**config.mk**
```make
export PLATFORM = sky130hd
export DESIGN_NAME = chargen_ctrl
export DESIGN_NICKNAME = d
export VERILOG_FILES = /design/src/rtl/chargen_ctrl.sv
export SDC_FILE = /design/constraint.sdc
export NUM_CORES = 1
export LEC_CHECK = 0
export CAP_MARGIN = 10
export CORE_ASPECT_RATIO = 2
export CORE_UTILIZATION = 36
export DETAILED_ROUTE_END_ITERATION = 8
export GPL_TIMING_DRIVEN = 0
export SLEW_MARGIN = 20
export SYNTH_ARGS = -nofsm -noshare
export SYNTH_HDL_FRONTEND = slang
export SYNTH_SLANG_ARGS = --single-unit
```
**constraint.sdc**
```tcl
create_clock -name clk -period 2.71 [get_ports clk]
set_input_delay 0.542 -clock clk [delete_from_list [all_inputs] [get_ports clk]]
set_output_delay 0.542 -clock clk [all_outputs]
set_load 0.01 [all_outputs]
```
**src/rtl/chargen_ctrl.sv**
```systemverilog
// Write-side controller for the character FIFO: streams the rotating printable-ASCII
// chargen pattern (LINE_LEN characters then CR LF per line) through a CHECK/WRITE/GAP handshake.
module chargen_ctrl #(
    parameter int         LINE_LEN = 72,
    parameter logic [7:0] CHAR_LO  = 8'h20,
    parameter logic [7:0] CHAR_HI  = 8'h7E
) (
    input  logic        clk,
    input  logic        rst,
    input  logic        en,
    input  logic        n_full,
    output logic        n_wr,
    output logic [7:0]  port_in,
    output logic        busy,
    output logic [15:0] line_count
);

    localparam int N  = int'(CHAR_HI) - int'(CHAR_LO) + 1;
    localparam int IW = (N > 1) ? $clog2(N) : 1;
    localparam int CW = $clog2(LINE_LEN + 2);

    localparam logic [IW-1:0] IDX_LAST = IW'(N - 1);
    localparam logic [CW-1:0] COL_CR   = CW'(LINE_LEN);
    localparam logic [CW-1:0] COL_LF   = CW'(LINE_LEN + 1);

    typedef enum logic [1:0] {IDLE, CHECK, WRITE, GAP} state_t;

    state_t        r_state;
    state_t        w_state_nxt;
    logic [CW-1:0] r_col;
    logic [IW-1:0] r_start;
    logic [IW-1:0] r_idx;
    logic          r_n_wr;
    logic [7:0]    r_port_in;
    logic [15:0]   r_line_count;

    logic [7:0]    w_char;
    logic [IW-1:0] w_idx_inc;
    logic [IW-1:0] w_start_inc;
    logic          w_load;
    logic          w_advance;

    always_ff @(posedge clk) begin
        if (rst) r_state <= IDLE;
        else     r_state <= w_state_nxt;
    end

    // en is only looked at in IDLE/CHECK, so a character entering WRITE always finishes GAP.
    always_comb begin
        w_state_nxt = r_state;
        w_load      = 1'b0;
        w_advance   = 1'b0;
        case (r_state)
            IDLE:  if (en) w_state_nxt = CHECK;
            CHECK: begin
                if (!en) begin
                    w_state_nxt = IDLE;
                end else if (n_full) begin
                    w_state_nxt = WRITE;
                    w_load      = 1'b1;
                end
            end
            WRITE: w_state_nxt = GAP;
            GAP: begin
                w_state_nxt = CHECK;
                w_advance   = 1'b1;
            end
            default: w_state_nxt = IDLE;
        endcase
    end

    // r_idx tracks (start+col) mod N incrementally, avoiding a divider.
    always_comb begin
        w_idx_inc   = (r_idx   == IDX_LAST) ? '0 : r_idx   + 1'b1;
        w_start_inc = (r_start == IDX_LAST) ? '0 : r_start + 1'b1;
        if (r_col == COL_CR)      w_char = 8'h0D;
        else if (r_col == COL_LF) w_char = 8'h0A;
        else                      w_char = CHAR_LO + 8'(r_idx);
    end

    always_ff @(posedge clk) begin
        if (rst) begin
            r_n_wr       <= 1'b1;
            r_port_in    <= 8'h00;
            r_col        <= '0;
            r_start      <= '0;
            r_idx        <= '0;
            r_line_count <= 16'h0000;
        end else begin
            r_n_wr <= (w_state_nxt != WRITE);
            if (w_load) r_port_in <= w_char;
            if (w_advance) begin
                if (r_col == COL_LF) begin
                    r_col        <= '0;
                    r_start      <= w_start_inc;
                    r_idx        <= w_start_inc;
                    r_line_count <= r_line_count + 16'd1;
                end else begin
                    r_col <= r_col + 1'b1;
                    if (r_col < COL_CR) r_idx <= w_idx_inc;
                end
            end
        end
    end

    assign n_wr       = r_n_wr;
    assign port_in    = r_port_in;
    assign busy       = (r_state != IDLE);
    assign line_count = r_line_count;

endmodule

```
==> impl_summary.txt <==
----------------------------------------------------
[Floorplan]
  I/O pins ... 30
  Horiz. Die Dim ... about 60 µm
  Total die area ... approximately 7000 µm²
  Count of standard-cell rows ... 41
  Die Span Y ... 117 µm
  Starting Density ... a little under two fifths
  Area of the placeable core ... 6360 µm²

[Synth]
  Sequential-to-total area share from yosys stat ... between 40% and 50%
  Netlist area before placement ... 2380 µm²
  Number of storage elements in the synthesis netlist ... 48
  Avg Synthesized Cell Area ... roughly 8.5 µm²
  Prevailing post-synth register cell ... dfxtp_1
  Synth cell types ... between 40 and 50
  Post-synthesis async set-or-reset flop share ... 0%
  Syn_nets ... just under 300
  Number of warning messages in the yosys log ... 0
  Number of enable flip-flop cells after synthesis ... 0
  Cells after synthesis ... approximately 280

[Placement]
  Worst setup timing slack at the placement stage ... 0.383 ns
  Routability Congestion ... ~0.87
  HPWL reported at the end of detailed placement ... roughly 4.3 mm
  Cells after DPL ... roughly 400
  Port bufs ... 28

[STA]
  Setup tns final ... 0 ns
  Post-layout worst setup margin ... between 0.6 and 0.7 ns
  Clock Skew ... 0.00568 ns
  Slew at the pin closest to its max-slew limit ... roughly 0.60 ns
  Period minus WS final ... 2.08 ns
  Final-report hold violation count ... 0
  Max frequency ... between 400 and 500 MHz
  Final critical-path share of the clock period ... about three quarters
  Setup repair after global routing missed its margin ... no
  Max-slew headroom at the worst pin ... between 60% and 70%
  Final setup vio count ... 0
  Count of pins over their slew limit ... 0

[Critical path]
  Maximum fanout encountered on the critical timing path ... 10
  Required time of the critical path ... between 2 and 3 ns
  Critical Path Start Type ... register
  Worst EP arrival ... around 2.2 ns
  Kind of end point of the critical path ... register
  Type of the worst setup path ... reg2reg

[Final layout]
  Ant diodes ... 0
  Layout fillers ... approximately 670
  Non-Filler Instances ... just over 400
  Area used by multi-input combinational logic ... roughly 1300 µm²
  Top library cells by usage in the layout, fill and taps aside ... dfxtp_1, nor2_1, clkdlybuf4s50_1, nand2_1, xor2_1
  Seq. cell area ... around 960 µm²
  Layout cells sized above 1 ... 5.66%
  Most common library cell in the layout ignoring fill and taps ... dfxtp_1
  Fin nets ... 330
  Final core utilization ... between 40% and 50%
  Area added between synthesis and finish ... 22.4%

[Global route]
  Antenna violations before repair ... 0
  Global-route usage over all layers ... between 10% and 20%
  Final global-route overflow total ... 0
  Largest net degree at the start of global routing ... 14
  Vias in the first global route ... 2005
  Wire length of the first global-routing pass ... 9.65 mm

[Power and ir drop]
  Power density over the cells ... 479 nW/µm²
  Peak ir drop on the vdd network ... roughly 0.00028 V
  Pleak ... roughly 0.0010 µW

[Clock network]
  Number of buffers added by the clock tree synthesis step ... 5
  Gates resized, CTS repair ... 0
  Clock input transition at the sequential cells of the worst setup and hold paths ... around 0.060 ns
  CTS Hold Buffers Added ... 0
  Clock root buffer ... clkbuf_16
  CTS tree ... done
  Clock Tree Buf Depth ... 2
  CTS Sinks ... 48
  Clock latency reported for the late side of the worst-skew pair ... ~0.29 ns
  Setup bufs post-CTS ... 0
  Maximum level of the CTS H-tree ... 2

[Drt]
  Detailed-routing iteration count for the pre-antenna-repair pass ... 5
  Vias per std cell ... between 5 and 6
  DRC violations left ... 0
  Routed length per placed instance ... approximately 15 µm
  Final ANT Viol Nets ... 0
  Via count ... ~2100
  Wire length after detailed routing ... about 5.9 mm
  DRC marker count from the first detailed-route iteration ... between 60 and 70

[Outcome]
  Status ... complete, no violations

[Flow run]
  Max-capacitance violation count ... 0

[Worst hold path]
  Kind of path behind the tightest hold check ... reg2reg

----------------------------------------------------
## stage by stage
stage	total power (µW)	hold slack [ns]	area, µm²
floorplan	762	0.457	2380
global placement	785	0.450	2770
detailed placement	785	0.455	2770
CTS	1410	0.463	2920
global route	1450	0.501	2920
finish	1400	0.465	2920
## critical path, stage by stage (launching register included)
cell      delay, ns
dfxtp_1        0.40
ha_1           0.28
nand4b_4       0.14
nor3_2         0.49
buf_2          0.32
nand3_1        0.11
xor2_1         0.16
nor2_1         0.05
## power by group
group	total [µW]	leakage (µW)	switching, µW	internal (µW)
Clock	630	0.0000712	261	369
Sequential	719	0.000387	7.01	712
Combinational	50.0	0.000591	29.9	20.1
## synth_stat cells (all sizes together), types with 6 or more instances
library cell | number | area (µm²)
nor3 | 17 | 90.1
nand4 | 6 | 37.5
nor2 | 35 | 131
dfxtp | 48 | 961
nand3 | 18 | 90.1
ha | 9 | 113
nand2 | 19 | 71.3
o21ai | 13 | 65.1
clkbuf | 10 | 37.5
inv | 7 | 26.3
a21oi | 17 | 85.1
xor2 | 19 | 166
and3 | 8 | 51.3
## final timing paths
path                            startpoint  slack [ns]  depth (start not counted)        endpoint
worst max register to register    r_col[0]        0.63                          7  line_count[10]
worst min-delay path            port_in[1]        0.47                          2      port_in[1]
worst min register to register  port_in[1]        0.47                          2      port_in[1]
worst max-delay path              r_col[0]        0.63                          7  line_count[10]
## final cells by class
type,count,share of cell area (%)
Timing Repair Buffer,28,9.60
Tap cell,86,3.69
Multi-Input combinational cell,214,45.9
Clock buffer,8,5.01
Inverter,7,0.900
Sequential cell,48,32.9
Buffer,13,2.01
## logic make-up (layout without fill, tap and decap cells)
| group | count (synthesis) | after routing | share of synthesized area (%) |
|---|---|---|---|
| and+or+nand+nor | 132 | 132 | 29.4 |
| xor gates and xnor gates | 24 | 24 | 8.81 |
| adders and majority gates | 9 | 9 | 4.72 |
| buffers and inverters | 20 | 56 | 3.57 |
| AOI/OAI and AO/OA | 48 | 48 | 12.7 |
| DFF | 48 | 48 | 40.3 |
| muxes | 1 | 1 | 0.472 |
## per-layer routing
metal	wire length, µm	global-route usage (%)	vias up
li1	-	-	1061
met2	3120	34.0	39
met3	174	3.41	17
met1	2330	18.9	971
met5	0	0	-
met4	255	11.8	0
## state kept, by name, summed over array words and instances (netlist names)
| register | flops |
|---|---|
| r_start | 7 |
| n_wr | 1 |
| r_col | 7 |
| line_count | 16 |
| r_idx | 7 |
| r_state | 2 |
| port_in | 8 |
(Power assumes the default switching activity.)
